$ cat src/rtl/hull_fifo_counter64.sv
`default_nettype none
// ============================================================================
// hull_fifo_counter64 : FWFT synchronous FIFO plus free-running 64-bit counter.
// Macro HULL_FIFO_ERR_EN adds sticky overflow/underflow outputs.   Rev 1.0
// ============================================================================
module hull_fifo_counter64 #(
  parameter int TYPE      = 0,
  parameter int WIDTH     = 64,
  parameter int LOG_DEPTH = 3
) (
  input  logic             clock,
  input  logic             reset_n,
  input  logic             wrreq,
  input  logic [WIDTH-1:0] data,
  output logic             full,
  output logic [WIDTH-1:0] q,
  output logic             empty,
  input  logic             rdreq,
  input  logic             increment,
  output logic [63:0]      count
`ifdef HULL_FIFO_ERR_EN
  ,
  output logic             overflow,
  output logic             underflow
`endif
);

  localparam int                 DEPTH   = 1 << LOG_DEPTH;
  localparam logic [LOG_DEPTH:0] C_DEPTH = (LOG_DEPTH+1)'(DEPTH);

  logic [LOG_DEPTH-1:0] wr_ptr_q, wr_ptr_d;
  logic [LOG_DEPTH-1:0] rd_ptr_q, rd_ptr_d;
  logic [LOG_DEPTH:0]   occ_q, occ_d;
  logic [63:0]          count_q, count_d;
  logic                 wr_en, rd_en;
  logic [WIDTH-1:0]     head;

  assign empty = (occ_q == '0);
  assign full  = (occ_q == C_DEPTH);
  assign q     = empty ? '0 : head;
  assign count = count_q;

  always_comb begin
    wr_en    = wrreq & ~full;
    rd_en    = rdreq & ~empty;
    wr_ptr_d = wr_en ? wr_ptr_q + LOG_DEPTH'(1) : wr_ptr_q;
    rd_ptr_d = rd_en ? rd_ptr_q + LOG_DEPTH'(1) : rd_ptr_q;
    occ_d    = occ_q;
    case ({wr_en, rd_en})
      2'b10:   occ_d = occ_q + (LOG_DEPTH+1)'(1);
      2'b01:   occ_d = occ_q - (LOG_DEPTH+1)'(1);
      default: occ_d = occ_q;
    endcase
    count_d  = count_q + {63'd0, increment};
  end

  always_ff @(posedge clock or negedge reset_n) begin
    if (!reset_n) begin
      wr_ptr_q <= '0;
      rd_ptr_q <= '0;
      occ_q    <= '0;
      count_q  <= '0;
    end else begin
      wr_ptr_q <= wr_ptr_d;
      rd_ptr_q <= rd_ptr_d;
      occ_q    <= occ_d;
      count_q  <= count_d;
    end
  end

  generate
    if (TYPE == 1) begin : g_ram
      logic [WIDTH-1:0] mem [DEPTH];
      logic [WIDTH-1:0] mem_rd_q;
      logic [WIDTH-1:0] byp_data_q;
      logic             byp_q;

      // Synchronous read of the next head; a same-edge write to that slot is forwarded.
      always_ff @(posedge clock) begin
        if (wr_en) begin
          mem[wr_ptr_q] <= data;
        end
        mem_rd_q   <= mem[rd_ptr_d];
        byp_data_q <= data;
      end

      always_ff @(posedge clock or negedge reset_n) begin
        if (!reset_n) begin
          byp_q <= 1'b0;
        end else begin
          byp_q <= wr_en && (wr_ptr_q == rd_ptr_d);
        end
      end

      assign head = byp_q ? byp_data_q : mem_rd_q;
    end else begin : g_ff
      logic [WIDTH-1:0] mem [DEPTH];

      always_ff @(posedge clock) begin
        if (wr_en) begin
          mem[wr_ptr_q] <= data;
        end
      end

      assign head = mem[rd_ptr_q];
    end
  endgenerate

`ifdef HULL_FIFO_ERR_EN
  logic overflow_q, underflow_q;

  always_ff @(posedge clock or negedge reset_n) begin
    if (!reset_n) begin
      overflow_q  <= 1'b0;
      underflow_q <= 1'b0;
    end else begin
      if (wrreq && full) begin
        overflow_q <= 1'b1;
      end
      if (rdreq && empty) begin
        underflow_q <= 1'b1;
      end
    end
  end

  assign overflow  = overflow_q;
  assign underflow = underflow_q;
`endif

endmodule
`default_nettype wire

$ cat config.mk
export PLATFORM = sky130hd
export DESIGN_NAME = hull_fifo_counter64
export DESIGN_NICKNAME = d
export VERILOG_FILES = /design/src/rtl/hull_fifo_counter64.sv
export SDC_FILE = /design/constraint.sdc
export NUM_CORES = 1
export LEC_CHECK = 0
export BUFFER_PORTS_ARGS = -buffer_cell sky130_fd_sc_hd__buf_2
export CAP_MARGIN = 10
export CORE_ASPECT_RATIO = 1.1
export CORE_UTILIZATION = 60
export CTS_BUF_LIST = sky130_fd_sc_hd__clkbuf_16
export DETAILED_ROUTE_END_ITERATION = 6
export GPL_TIMING_DRIVEN = 0
export PLACE_DENSITY = 0.8
export RECOVER_POWER = 100
export REMOVE_ABC_BUFFERS = 1
export SYNTH_ARGS = -nofsm -noshare
export SYNTH_HDL_FRONTEND = slang
export SYNTH_SLANG_ARGS = --single-unit
$ cat constraint.sdc
create_clock -name clock -period 18.8 [get_ports clock]
set_input_delay 0 -clock clock [delete_from_list [all_inputs] [get_ports clock]]
set_output_delay 0 -clock clock [all_outputs]
set_load 0.02 [all_outputs]
======== Word-level counts from Yosys, hierarchy flattened ========
Memory sizes are Yosys's and may differ from the RTL's.
Index checks and enable logic that the tools add are counted.
word-level totals
  memories kept ........................... 1
  bits in writable memories ............... 512
  input bits .............................. 69
  logic and storage cells ................. 23
  bits in registers ....................... 74
  output and inout bits ................... 130
cells by class
  reductions and logical operators ........ 2
  bitwise operators ....................... 4
  equal/unequal tests ..................... 3
  $add $sub $neg .......................... 5
  muxes and demuxes ....................... 4
memory list
  memory    words  width  read ports  clocked after Yosys merged registers in  wr ports  RTL line  text
  g_ff.mem  8      64     1           0                                        1         97        logic [WIDTH-1:0] mem [DEPTH];
operator list
  kind                   count
  $add A64 B1 Y64        1
  $mux W64               1
  $pmux W4 S2            1
  $add A3 B1 Y3 const B  2
  $add A4 B1 Y4 const B  1
  $eq A4 B4 Y1 const B   1
  $logic_not A4 Y1       1
  $sub A4 B1 Y4 const B  1
  $and A1 B1 Y1          2
  $eq A2 B1 Y1 const B   1
  $eq A2 B2 Y1 const B   1
  $mux W1                2
  $not A1 Y1             2
  $reduce_bool A2 Y1     1

======== Longest topological paths before layout ========
Gate-level depths: netlist of run 1.
  depth after elaboration ................. 5
  gate-level depth with buffers ........... 12
  gate-level depth less buffers ........... 11

======== Worst setup path before layout of run 1 ========
OpenSTA, ideal clock, no wires.
  path type ............................... reg2reg
  from .................................... register occ_q[1]
  to ...................................... memory g_ff.mem[0][0] (enable)
  library setup time ...................... 0.644 ns
  path buffers ............................ 1
  arrival ................................. 7.151 ns
  setup slack ............................. 11.004 ns
  required time ........................... 18.156 ns
  cell stages (with the launch flop) ...... 7
  clock period less this slack ............ 7.796 ns
  path through ............................ dfrtp_1 -> clkbuf_1 -> nor3_1 -> nand2_1 -> and2_1 -> clkinv_1 -> nor4_1
on the way
  cells in the longest elaborated chain, start to end .. 5
RTL lines
  item                           RTL line  text
  start, declared                33        logic [LOG_DEPTH:0] occ_q, occ_d;
  start signal, assigned         61        occ_q <= '0;
  start signal, assigned         66        occ_q <= occ_d;
  $eq A4 B4 Y1                   39        assign full = (occ_q == C_DEPTH);
  $not A1 Y1                     44        wr_en = wrreq & ~full;
  $and A1 B1 Y1                  44
  $mux W1                        100       if (wr_en) begin
  $mux W1 (implied by the code)  101       mem[wr_ptr_q] <= data;
  end, declared                  97
Every way passes these cells.

======== Final worst setup path of run 1 ========
  from .................................... register rd_ptr_q[0]
  to ...................................... output q[8]
on the way
  cells in the longest elaborated chain, start to end .. 2
RTL lines
  item                    RTL line  text
  start, declared         32        logic [LOG_DEPTH-1:0] rd_ptr_q, rd_ptr_d;
  start signal, assigned  65        rd_ptr_q <= rd_ptr_d;
  $mem_v2 Z8 W64          -
  $mux W64                40        assign q = empty ? '0 : head;
  end, declared           16        output logic [WIDTH-1:0] q,
Every way passes these cells.

==> summary.md, run 1 <==
| Metric | Value |
|---|---|
| Outcome | finished, violations left |
| Violated checks | capacitance limit, slew limit |
| Worst reg-to-reg path cell count | 6 |
| Total met3 wirelength after detailed routing | 3160 um |
| Clock Root Buffer | sky130_fd_sc_hd__clkbuf_16 |
| Rel. slew slack | -104% |
| Overall routed net length | 48800 um |
| Endpoints failing setup | 0 |
| Count of pins over their slew limit | 383 |
| Post-synth design cell area | 23000 sq um |
| Post-route clock period utilization | 40.8% |
| Dominant register cell in the synthesized netlist | sky130_fd_sc_hd__edfxtp_1 |
| Clock share of power | 27.5% |
| Fmax | 0.131 GHz |
| TritonCTS Buffers | 53 |
| Number of cell rows | 74 |
| Endpoint of the lowest-slack register-to-register path | g_ff.mem[7][0] |
| Area share of the leading cell type in the synthesized netlist | 66.9% |
| Source of the worst register-to-register timing path | occ_q[0] |
| Core region area | 37400 sq um |
| Number of nets with antenna violations after routing | 0 |
| M1 wire length | 18800 um |
| Post-Synthesis Mean Instance Area | 20.0 sq um |
| Input/output buffers | 198 |
| Proportion of layout cells with a drive suffix above 1 | 15.3% |
| Vertical die dimension | 207 um |
| Largest fanout on the critical path | 44 |
| Cell count after synthesis | 1150 |
| Average via count per standard cell | 5.95 |
| Cell-internal power | 2.76 mW |
| Endpoint of the most critical setup path | q[8] |
| Count of flip-flops with a built-in enable after synthesis | 512 |
| Total die area | 39100 sq um |
| DRT iter0 DRCs | 911 |
| Count of maximum capacitance violations | 16 |
| Count of distinct cell types in the synthesized netlist | 39 |
| Setup crit end kind | output pin |
| P&R area growth vs syn | 16.9% |
| Max rail drop VDD | 0.113 mV |
| Max Root-Sink Buffers | 3 |
| Via count of the first global-routing pass | 12800 |
| Total met2 wirelength after detailed routing | 25800 um |
| Hold Vio Cnt, Final | 0 |
| Fraction of power consumed by sequential logic | 42.6% |
| # nets final | 1568 |
| Final HPWL DP | 29700 um |
| Initial core utilization | 61.5% |
| Number of iterations in the first detailed-routing pass | 5 |
| Post-layout min period | 7660 ps |
| Synth area leaders | sky130_fd_sc_hd__edfxtp_1 67%, sky130_fd_sc_hd__mux4_2 13%, sky130_fd_sc_hd__dfrtp_1 8.1% |
| Crit path from | rd_ptr_q[0] |
| Clock transition at the register clock pins on the worst setup and hold paths after CTS | 60 ps |
| Cell taking the most area after synthesis | sky130_fd_sc_hd__edfxtp_1 |
| Commonest non-fill, non-tap cell in the layout | sky130_fd_sc_hd__edfxtp_1 |
| Actual transition at the worst max-transition pin | 3070 ps |
| Pwr per Cell Area | 151 nW/um^2 |
| Crit start category | register |
| Clock sink count | 586 |
| H-tree depth | 2 |
| Yosys synthesis warning count | 0 |
| Class of the tightest hold or removal check | primary input to register |
| RSZ-0062 raised after global routing | false |
| Width of the chip | 189 um |
| Remaining Overflow, GRT | 0 |
| Share of flip-flops with an asynchronous set or reset after synthesis | 12.6% |
| Leading cell types in the layout, fill and taps excluded | 512 x sky130_fd_sc_hd__edfxtp_1, 243 x sky130_fd_sc_hd__clkbuf_1, 128 x sky130_fd_sc_hd__mux4_2 |
| Combinational Power Share | 29.9% |
| Total placed instance area | 25300 sq um |
| Endpoint arrival time on the critical path | 7660 ps |
| Worst Skew | 11.6 ps |
| Final standard cell area without fillers | 26900 sq um |
| Total routing usage reported by global routing | 25.4% |
| Number of register bits inferred by synthesis | 586 |
| Final weighted congestion in routability-driven placement | 0.803 |
| Initial antenna violation count | 2 |
| R2R Setup Slk | 13920 ps |
| Fraction of the yosys area taken by sequential cells | 74.9% |
| Post-CTS setup repair buffer count | 0 |
| Vias post-DR | 12100 |
| Clock tree from TritonCTS | built |
| Required @ worst endpoint | 18800 ps |
| Number of cells on the worst hold path | 3 |
| DRC violation count after routing | 0 |
| Max layer used | met5 |
| Detailed-route wire length per cell | 24.0 um |
| Power dissipated by switching net loads | 1.29 mW |
| Clock latency at the later pin of the worst-skew pair | 570 ps |
| First-pass GRT wire length | 74500 um |
| Category of the most critical setup path | register to output pin |
| Switching share of power | 31.9% |
| Leakage | 9.24 nW |
| Maximum number of pins on one net before global-route repair | 55 |
| Ports placed on the boundary | 199 |
| Setup TNS Final | 0 ps |
-- what timing repair did --
action / CTS / global route
resized for setup: 0 / 0
hold endpoints to repair: 594 / 0
setup endpoints to repair: 0 / 0
hold buffers: 70 / 0
-- registers in the layout, summed over array words and instances (netlist names) --
| name | count |
|---|---|
| count | 64 |
| wr_ptr_q | 3 |
| rd_ptr_q | 3 |
| g_ff.mem | 512 |
| occ_q | 4 |
-- metal layers --
| layer | up-vias | GRT usage [%] |
|---|---|---|
| met2 | 467 | 44.8 |
| met1 | 6252 | 32.6 |
| li1 | 5286 | - |
| met5 | - | 0 |
| met3 | 81 | 4.73 |
| met4 | 2 | 6.87 |
-- area by class of cell --
type | count | area (sq um)
Clock inverter | 45 | 442
Inverter | 12 | 45.0
Antenna cell | 1 | 2.50
Clock buffer | 55 | 1380
Multi-Input combinational cell | 507 | 5380
Sequential cell | 586 | 17200
Timing Repair Buffer | 332 | 1790
Fill cell | 2332 | 10500
Tap cell | 494 | 618
-- how the worst min path moves through the flow --
stage	startpoint	end	slack, ps
2_1_floorplan	reset_n	count[0]	-300
4_1_cts	increment	count[0]	170
5_1_grt	increment	count[0]	200
3_3_place_gp	increment	count[0]	220
6_report	increment	count[0]	200
3_5_place_dp	reset_n	count[4]	-20
-- power groups by stage --
| stage | Clock [mW] | Combinational, mW | Sequential, mW |
|---|---|---|---|
| floorplan | 0 | 0.837 | 1.82 |
| global placement | 0 | 1.22 | 1.91 |
| detailed placement | 0 | 1.27 | 1.75 |
| CTS | 1.13 | 1.31 | 1.73 |
| global route | 1.17 | 1.30 | 1.75 |
| finish | 1.12 | 1.21 | 1.73 |
-- logic make-up after synthesis --
| logic type | share of synthesized area, % |
|---|---|
| flops | 74.9 |
| simple gates | 5.40 |
| mux | 15.4 |
| xor+xnor | 2.70 |
| buf+inv | 1.04 |
| fa+ha+maj | 0.381 |
| compound gates | 0.109 |
-- Yosys cell counts (2+ instances only) --
| library cell | number |
|---|---|
| sky130_fd_sc_hd__edfxtp_1 | 512 |
| sky130_fd_sc_hd__mux4_2 | 128 |
| sky130_fd_sc_hd__nor2_1 | 86 |
| sky130_fd_sc_hd__dfrtp_1 | 74 |
| sky130_fd_sc_hd__mux2i_1 | 64 |
| sky130_fd_sc_hd__xor2_1 | 38 |
| sky130_fd_sc_hd__nand2_1 | 35 |
| sky130_fd_sc_hd__xnor2_1 | 33 |
| sky130_fd_sc_hd__clkbuf_1 | 26 |
| sky130_fd_sc_hd__nand3_1 | 25 |
| sky130_fd_sc_hd__nor3_1 | 21 |
| sky130_fd_sc_hd__nand4_1 | 15 |
| sky130_fd_sc_hd__buf_2 | 12 |
| sky130_fd_sc_hd__inv_1 | 11 |
| sky130_fd_sc_hd__nor4_1 | 8 |
| sky130_fd_sc_hd__and3_1 | 7 |
| sky130_fd_sc_hd__ha_1 | 7 |
| sky130_fd_sc_hd__nor3_2 | 6 |
| sky130_fd_sc_hd__and2_1 | 5 |
| sky130_fd_sc_hd__buf_1 | 5 |
| sky130_fd_sc_hd__nor4_4 | 4 |
| sky130_fd_sc_hd__and4_1 | 3 |
| sky130_fd_sc_hd__nand2b_1 | 3 |
| sky130_fd_sc_hd__nor4_2 | 3 |
| sky130_fd_sc_hd__a211oi_1 | 2 |
| sky130_fd_sc_hd__mux2_2 | 2 |
| sky130_fd_sc_hd__nand4_4 | 2 |
| sky130_fd_sc_hd__nor2b_1 | 2 |
-- through the flow --
stage	utilization (%)	hold WS [ps]	setup slack, ps	std cells	total power [mW]
2_1_floorplan	-	-296	11010	1105	2.66
5_1_grt	71.9	199	10190	2032	4.21
4_1_cts	74.4	171	15360	2031	4.16
3_3_place_gp	65.2	224	4160	1797	3.13
3_5_place_dp	67.6	-18.4	15660	1861	3.02
6_report	71.9	199	11140	2032	4.06
-- worst max-delay path: stages (launching register included) --
cell                       delay (ps)
sky130_fd_sc_hd__dfrtp_1         1130
sky130_fd_sc_hd__clkbuf_1        2190
sky130_fd_sc_hd__clkbuf_1        2300
sky130_fd_sc_hd__buf_16           340
sky130_fd_sc_hd__mux4_2           560
sky130_fd_sc_hd__mux2i_1          200
sky130_fd_sc_hd__nor2_1           100
sky130_fd_sc_hd__clkbuf_1         200
Power figures use the tool's default switching activity.
==> inputs of run 2 (changes only) <==
--- a/config.mk
+++ b/config.mk
@@ -8,11 +8,11 @@
 export BUFFER_PORTS_ARGS = -buffer_cell sky130_fd_sc_hd__buf_2
 export CAP_MARGIN = 10
 export CORE_ASPECT_RATIO = 1.1
-export CORE_UTILIZATION = 60
+export CORE_UTILIZATION = 59
 export CTS_BUF_LIST = sky130_fd_sc_hd__clkbuf_16
 export DETAILED_ROUTE_END_ITERATION = 6
 export GPL_TIMING_DRIVEN = 0
-export PLACE_DENSITY = 0.8
+export PLACE_DENSITY = 0.79
 export RECOVER_POWER = 100
 export REMOVE_ABC_BUFFERS = 1
 export SYNTH_ARGS = -nofsm -noshare
==> constraint.sdc (replaced) <==
create_clock -name clock -period 7.5 [get_ports clock]
set_input_delay 0 -clock clock [delete_from_list [all_inputs] [get_ports clock]]
set_output_delay 0 -clock clock [all_outputs]
set_load 0.02 [all_outputs]
==> run 2 against run 1 <==
The flow still finishes with violations (capacitance limit, slew limit); clock power increased by 130%; global-route usage decreased by 0.55 points; final cell count increased by 0.20%; critical endpoint is now g_ff.mem[1][8]; largest power group unchanged; largest cell class unchanged.
==> summary.md, run 2 (same netlist as run 1, synthesis figures left out) <==
| Metric | Value |
|---|---|
| Number of nets with antenna violations after routing | 0 (unchanged) |
| Most used cell, CP | sky130_fd_sc_hd__clkbuf_1 |
| DRC violation count after routing | 0 (unchanged) |
| Post-layout min period | 4770 ps |
| TritonCTS Buffers | 54 (+1.9%) |
| Vertical die dimension | 209 um (+0.83%) |
| Switching share of power | 32.0% (+0.13 points) |
| Outcome | finished, violations left |
| Pwr Total | 9.96 mW (+150%) |
| Max Root-Sink Buffers | 3 (unchanged) |
| First-pass GRT wire length | 73700 um (-1.1%) |
| Flip-flop count of the largest register, all copies and words added | 512 (unchanged) |
| Number of cell rows | 75 (+1.4%) |
| Met2 Track Usage GR | 43.7% (-1.0 points) |
| Crit start category | register |
| Total die area | 39800 sq um (+1.7%) |
| Post-route clock period utilization | 63.7% |
| Top Family by Delay on Critical Path | buffers and inverters |
| Final weighted congestion in routability-driven placement | 0.792 (-1.4%) |
| Endpoints failing setup | 0 (unchanged) |
| Via count of the first global-routing pass | 12700 (-1.2%) |
| RSZ-0062 raised after global routing | false |
| Crit-path slowest cell | sky130_fd_sc_hd__nor3_1 |
| Clock share of power | 26.3% (-1.2 points) |
| Post-CTS setup repair buffer count | 0 (unchanged) |
| Largest fanout on the critical path | 10 (-77%) |
| Clock tree from TritonCTS | built |
| Pwr per Cell Area | 371 nW/um^2 (+150%) |
| Violated checks | capacitance limit, slew limit |
| Remaining Overflow, GRT | 0 (unchanged) |
| Cell breakdown of the critical path | nor3_1 > nand2_1 > and2_0 > clkinv_1 > nor3_1 > clkbuf_1 > clkbuf_1 > clkbuf_1 > clkbuf_1 |
| Total routing usage reported by global routing | 24.9% (-0.55 points) |
| Number of buffers and inverters on the critical path | 5 (+1) |
| Register name with the most flops | g_ff.mem |
| H-tree depth | 2 (unchanged) |
| Crit path from | occ_q[1] |
| Final Hold Slack | 205 ps (+5.89 ps) |
| Endpoint arrival time on the critical path | 4970 ps (-2690 ps) |
| Input/output buffers | 198 (unchanged) |
| Ports placed on the boundary | 199 (unchanged) |
| Count of pins over their slew limit | 41 (-89%) |
| Category of the most critical setup path | register to register |
| Initial core utilization | 60.0% (-1.4 points) |
| Class of the tightest hold or removal check | primary input to register |
| Overall routed net length | 47800 um (-2.1%) |
| Final HPWL DP | 30500 um (+2.6%) |
| Vias post-DR | 12000 (-1.1%) |
| Hold Vio Cnt, Final | 0 (unchanged) |
| Commonest non-fill, non-tap cell in the layout | sky130_fd_sc_hd__edfxtp_1 |
| Maximum number of pins on one net before global-route repair | 74 (+35%) |
| Detailed-route wire length per cell | 23.5 um (-2.3%) |
| Max rail drop VDD | 0.242 mV (+110%) |
| Fmax | 0.209 GHz |
| Number of iterations in the first detailed-routing pass | 5 (unchanged) |
| Initial antenna violation count | 1 (-1) |
| Fraction of power consumed by sequential logic | 43.1% (+0.5 points) |
| Rel. slew slack | -4.55% (+100 points) |
| Start point of the worst min-delay path | increment |
| Source of the worst register-to-register timing path | occ_q[1] |
| Leakage | 9.19 nW (-0.50%) |
| Core region area | 38300 sq um (+2.4%) |
| Met3 routing resource usage after global routing | 4.67% (-0.065 points) |
| Clock Root Buffer | sky130_fd_sc_hd__clkbuf_16 |
| Average via count per standard cell | 5.87 (-1.3%) |
| DRT iter0 DRCs | 910 (-0.11%) |
| Critical Path Max Stage Delay | 890 ps (-1410 ps) |
| # nets final | 1573 (+0.32%) |
| Proportion of layout cells with a drive suffix above 1 | 15.0% (-0.24 points) |
| Combinational Power Share | 30.6% (+0.7 points) |
| Actual transition at the worst max-transition pin | 1570 ps (-1500 ps) |
| Layer with the highest usage | met2 |
| Power dissipated by switching net loads | 3.19 mW (+150%) |
| Leading cell types in the layout, fill and taps excluded | 512 x sky130_fd_sc_hd__edfxtp_1, 246 x sky130_fd_sc_hd__clkbuf_1, 128 x sky130_fd_sc_hd__mux4_2 |
| Width of the chip | 190 um (+0.83%) |
| Clock sink count | 586 (unchanged) |
| Worst Skew | 22.8 ps (+11.2 ps) |
| P&R area growth vs syn | 16.8% |
| Required @ worst endpoint | 7700 ps (-11100 ps) |
| Count of maximum capacitance violations | 2 (-14) |
| Clock transition at the register clock pins on the worst setup and hold paths after CTS | 60 ps (about the same) |
| Setup crit end kind | register |
| Global Route met1 Usage | 32.4% (-0.24 points) |
| Cell-internal power | 6.77 mW (+150%) |
| Clock latency at the later pin of the worst-skew pair | 580 ps (about the same) |
-- run 2: changes by cell type in the layout (fill, tap and decap cells not counted), sizes merged --
cell,delta
clkbuf,+5
clkinv,+1
clkinvlp,+1
bufinv,-5
inv,-4
-- run 2: per-stage QoR --
stage	utilization (%)	setup WS, ps	instance area [sq um]	setup TNS [ps]	instances
2_1_floorplan	-	-295	22800	-12290	1105
3_3_place_gp	63.8	-6930	24400	-1522260	1803
3_5_place_dp	66.3	4490	25400	0	1872
4_1_cts	72.5	4460	27800	0	2035
5_1_grt	70.1	2430	26900	0	2036
6_report	70.1	2730	26900	0	2036
-- run 2: routing by layer --
metal / wire [um] / share of wire (%) / vias to the layer above
li1: - / - / 5280
met1: 18600 / 39 / 6165
met2: 25100 / 53 / 450
met3: 3340 / 7.0 / 58
met4: 750 / 1.6 / 0
met5: 0 / 0 / -
-- run 2: worst register-to-register path: cells and delay by family (launching register included) --
kind	cells	cell delay, ps
flip-flops	1	480
AND/OR/NAND/NOR	4	1320
buffers and inverters	5	2600
-- run 2: timing repair --
item                      4_1_cts  5_1_grt
hold endpoints to repair      594        0
hold buffers                   69        0
resized for setup               0        0
-- run 2: power groups by stage --
stage	clock network [mW]	logic (mW)	registers [mW]
after global routing	2.77	3.27	4.34
after floorplan	0	2.10	4.57
final	2.62	3.04	4.30
after detailed placement	0	3.25	4.36
after CTS	2.66	3.30	4.30
after global placement	0	3.05	4.79
-- run 2: final timing paths --
check / cells past startpoint / slack [ps] / end
worst max register to register: 9 / 2730 / g_ff.mem[1][8]
worst min register to register: 1 / 480 / count[63]
max in group asynchronous: 4 / 6540 / count[11]
min in group asynchronous: 3 / 350 / count[49]
worst max-delay path: 9 / 2730 / g_ff.mem[1][8]
worst min-delay path: 3 / 200 / count[0]
-- run 2: layout make-up --
class / count / area [sq um]
antenna: 1 / 2.50
clock buffer: 56 / 1400
clock inverter: 38 / 289
fill: 2502 / 11400
inverter: 12 / 45.0
multi-input combinational: 507 / 5380
sequential: 586 / 17200
tap: 500 / 626
timing repair buffer: 336 / 1880
==> inputs of run 3 (changes only) <==
--- a/config.mk
+++ b/config.mk
@@ -5,14 +5,15 @@
 export SDC_FILE = /design/constraint.sdc
 export NUM_CORES = 1
 export LEC_CHECK = 0
+export ABC_AREA = 1
 export BUFFER_PORTS_ARGS = -buffer_cell sky130_fd_sc_hd__buf_2
 export CAP_MARGIN = 10
 export CORE_ASPECT_RATIO = 1.1
-export CORE_UTILIZATION = 59
+export CORE_UTILIZATION = 54
 export CTS_BUF_LIST = sky130_fd_sc_hd__clkbuf_16
 export DETAILED_ROUTE_END_ITERATION = 6
 export GPL_TIMING_DRIVEN = 0
-export PLACE_DENSITY = 0.79
+export PLACE_DENSITY = 0.76
 export RECOVER_POWER = 100
 export REMOVE_ABC_BUFFERS = 1
 export SYNTH_ARGS = -nofsm -noshare
==> constraint.sdc (replaced) <==
create_clock -name clock -period 4.2 [get_ports clock]
set_input_delay 0 -clock clock [delete_from_list [all_inputs] [get_ports clock]]
set_output_delay 0 -clock clock [all_outputs]
set_load 0.02 [all_outputs]
==> run 3 against run 2 <==
The flow still finishes with violations (capacitance limit, slew limit); total power grew 93%; register-to-register slack lost 2400 ps; cell area increased by 5.5%; critical path depth fell by 3; final cell count increased by 50%; critical path type unchanged; sequential power grew 77%; clock-buffer cell count up 1; maximum frequency rose by 24%; sequential cell count stayed put; sequential share of layout area shrank 3.3 points; wire length rose by 23%.
==> summary.md, run 3 <==
| Metric | Value |
|---|---|
| Outcome | finished, violations left |
| Violated checks | capacitance limit, slew limit |
| Most common library cells after synthesis | 657 x sky130_fd_sc_hd__nor2_1, 512 x sky130_fd_sc_hd__edfxtp_1, 376 x sky130_fd_sc_hd__o21ai_0 |
| Pwr Total | 19.2 mW (+93%) |
| Worst setup timing slack at the placement stage | 1290 ps (-3200 ps) |
| Remaining Overflow, GRT | 0 (unchanged) |
| Rel. slew slack | -90.9% (-86 points) |
| Post-Synthesis Mean Instance Area | 11.1 sq um (-44%) |
| Register name with the most flops | g_ff.mem |
| Ports placed on the boundary | 199 (unchanged) |
| Top Family by Delay on Critical Path | simple AND/OR/NAND/NOR gates |
| Final weighted congestion in routability-driven placement | 0.964 (+22%) |
| Leakage | 9.69 nW (+5.4%) |
| Pwr per Cell Area | 677 nW/um^2 (+83%) |
| # nets final | 2513 (+60%) |
| Maximum number of pins on one net before global-route repair | 147 (+99%) |
| Cell count after synthesis | 2190 (+90%) |
| Max rail drop VDD | 0.526 mV (+120%) |
| Vias post-DR | 17300 (+45%) |
| Width of the chip | 204 um (+7.5%) |
| Combinational Power Share | 34.5% (+3.9 points) |
| Initial antenna violation count | 1 (unchanged) |
| Average via count per standard cell | 5.65 (-3.7%) |
| Actual transition at the worst max-transition pin | 2850 ps (+1280 ps) |
| Required @ worst endpoint | 4490 ps (-3210 ps) |
| Fmax | 0.260 GHz (+24%) |
| Clock tree from TritonCTS | built |
| Hold Vio Cnt, Final | 0 (unchanged) |
| Most common cell in the synthesized netlist | sky130_fd_sc_hd__nor2_1 |
| Number of iterations in the first detailed-routing pass | 5 (unchanged) |
| Hold Crit Endpoint | count[0] |
| Cell-internal power | 11.9 mW (+76%) |
| Final setup slack of the worst path | 356 ps (-2370 ps) |
| Detailed-route wire length per cell | 19.2 um (-18%) |
| Cell breakdown of the critical path | nor2_1 > nand3_1 > nand2_1 > or2_0 > nor2_1 > buf_12 |
| Core region area | 44500 sq um (+16%) |
| Number of cell rows | 81 (+8.0%) |
| Post-layout min period | 3840 ps (-930 ps) |
| Total die area | 45900 sq um (+16%) |
| TritonCTS Buffers | 57 (+5.6%) |
| Synth area leaders | sky130_fd_sc_hd__edfxtp_1 63%, sky130_fd_sc_hd__nor2_1 10%, sky130_fd_sc_hd__o21ai_0 7.7% |
| Fraction of power consumed by sequential logic | 39.6% (-3.5 points) |
| Via count of the first global-routing pass | 16900 (+33%) |
| Flip-flop count of the largest register, all copies and words added | 512 (unchanged) |
| N_diodes | 0 (-1) |
| Count of maximum capacitance violations | 9 (+7) |
| Overall routed net length | 58900 um (+23%) |
| Power dissipated by switching net loads | 7.28 mW (+130%) |
| Number of fillers in the final layout | 3396 (+36%) |
| Input/output buffers | 198 (unchanged) |
| Count of pins over their slew limit | 209 (+410%) |
| Crit path from | occ_q[0] |
| RSZ-0062 raised after global routing | false |
| Endpoint of the lowest-slack register-to-register path | g_ff.mem[6][57] |
| Cell taking the most area after synthesis | sky130_fd_sc_hd__edfxtp_1 |
| Class of the tightest hold or removal check | primary input to register |
| Share of flip-flops with an asynchronous set or reset after synthesis | 12.6% (unchanged) |
| Endpoint arrival time on the critical path | 4140 ps (-830 ps) |
| Critical Path Max Stage Delay | 2110 ps (+1220 ps) |
| Switching share of power | 38.0% (+5.9 points) |
| Clock sink count | 586 (unchanged) |
| Most used cell, CP | sky130_fd_sc_hd__nor2_1 |
| Fraction of the yosys area taken by sequential cells | 70.8% (-4.2 points) |
| Worst reg-to-reg path cell count | 6 (-3) |
| First-pass GRT wire length | 90100 um (+22%) |
| Count of flip-flops with a built-in enable after synthesis | 512 (unchanged) |
| H-tree depth | 2 (unchanged) |
| Area share of the leading cell type in the synthesized netlist | 63.1% (-3.7 points) |
| Crit-path slowest cell | sky130_fd_sc_hd__nor2_1 |
| Crit start category | register |
| Vertical die dimension | 225 um (+7.5%) |
| Dominant register cell in the synthesized netlist | sky130_fd_sc_hd__edfxtp_1 |
| Initial core utilization | 54.7% (-5.3 points) |
| DRC violation count after routing | 0 (unchanged) |
| Setup crit end kind | register |
| Clock share of power | 25.9% (-0.4 points) |
| Post-CTS setup repair buffer count | 0 (unchanged) |
| Max Root-Sink Buffers | 3 (unchanged) |
| Endpoints failing setup | 0 (unchanged) |
| Commonest non-fill, non-tap cell in the layout | sky130_fd_sc_hd__nor2_1 |
| Number of register bits inferred by synthesis | 586 (unchanged) |
| Leading cell types in the layout, fill and taps excluded | 661 x sky130_fd_sc_hd__nor2_1, 512 x sky130_fd_sc_hd__edfxtp_1, 378 x sky130_fd_sc_hd__o21ai_0 |
| Largest fanout on the critical path | 24 (+14) |
| Start point of the worst min-delay path | increment |
| Worst Skew | 17.0 ps (-5.87 ps) |
| Number of buffers and inverters on the critical path | 1 (-4) |
| Clock Root Buffer | sky130_fd_sc_hd__clkbuf_16 |
| Setup TNS Final | 0 ps (unchanged) |
| Source of the worst register-to-register timing path | occ_q[0] |
| P&R area growth vs syn | 16.3% |
| Post-synth design cell area | 24300 sq um (+5.9%) |
| Category of the most critical setup path | register to register |
| Total routing usage reported by global routing | 25.6% (+0.72 points) |
| Post-route clock period utilization | 91.5% (+28 points) |
| Yosys synthesis warning count | 0 (unchanged) |
| Number of nets with antenna violations after routing | 0 (unchanged) |
| Clock transition at the register clock pins on the worst setup and hold paths after CTS | 60 ps (about the same) |
| Proportion of layout cells with a drive suffix above 1 | 4.76% (-10 points) |
| Final HPWL DP | 34700 um (+14%) |
| Count of distinct cell types in the synthesized netlist | 27 (-31%) |
| Number of cells on the worst hold path | 3 (unchanged) |
| R2R Setup Slk | 360 ps (-2370 ps) |
| DRT iter0 DRCs | 1459 (+60%) |
| Clock latency at the later pin of the worst-skew pair | 610 ps (+30 ps) |
[run 3: logic make-up (layout without fill, tap and decap cells)]
| family | count (synthesis) | count (layout) | share of synthesized area, % |
|---|---|---|---|
| AND/OR/NAND/NOR | 929 | 929 | 14.7 |
| adder cells (fa/ha/maj) | 7 | 7 | 0.360 |
| XOR/XNOR | 37 | 37 | 1.33 |
| flip-flops | 586 | 586 | 70.8 |
| multiplexers | 1 | 1 | 0.0462 |
| AO/OA/AOI/OAI | 472 | 472 | 9.70 |
| buffers and inverters | 158 | 449 | 3.12 |
[run 3: power by group through the flow]
| stage | registers, mW | logic, mW | clock network (mW) |
|---|---|---|---|
| 5_1_grt | 7.66 | 7.30 | 5.25 |
| 4_1_cts | 7.57 | 6.82 | 5.01 |
| 2_1_floorplan | 8.04 | 3.97 | 0 |
| 3_3_place_gp | 8.27 | 5.03 | 0 |
| 6_report | 7.59 | 6.63 | 4.96 |
| 3_5_place_dp | 7.69 | 6.72 | 0 |
[run 3: worst max-delay path by stage]
stage | end | slack, ps | cells past startpoint
after floorplan | q[0] | -3500 | 5
after global placement | q[22] | -10350 | 6
after detailed placement | q[0] | 1290 | 8
after CTS | q[0] | 630 | 8
after global routing | g_ff.mem[6][18] | 220 | 6
final | g_ff.mem[6][57] | 360 | 6
[run 3: layer usage]
| layer | share of wire (%) | wire [um] | up-vias | GRT usage (%) |
|---|---|---|---|---|
| li1 | - | - | 8042 | - |
| met1 | 40 | 23300 | 8429 | 32.5 |
| met2 | 50 | 29500 | 705 | 43.6 |
| met3 | 7.3 | 4310 | 131 | 4.45 |
| met4 | 3.1 | 1800 | 2 | 10.5 |
| met5 | 0.017 | 10 | - | 0 |
[run 3: worst min-delay path, stage by stage]
cell and delay, ps:
sky130_fd_sc_hd__dlygate4sd3_1 530, sky130_fd_sc_hd__buf_2 100, sky130_fd_sc_hd__ha_1 120
[run 3: repair_timing]
action                     4_1_cts  5_1_grt
hold buffers                    70        0
hold endpoints to repair       595        0
gates resized for setup          0        0
setup endpoints to repair        0        0
[run 3: cell type report]
cell class	count	area [sq um]	share of cell area [%]
repair buffers	293	1990	7.03
well taps	581	727	2.57
clock inverters	46	384	1.36
multi-input cells	1446	6340	22.4
inverters	53	211	0.747
clock buffers	57	1430	5.04
flip-flops and latches	586	17200	60.9
[run 3: metrics by stage]
step	hold WS, ps	cells	cell area, sq um	util [%]
after floorplan	-296	2085	23800	-
after global placement	227	2864	25500	57.3
after detailed placement	-133	2889	26200	58.8
after CTS	131	3062	28700	64.5
after global routing	161	3062	28300	63.7
final	173	3062	28300	63.7
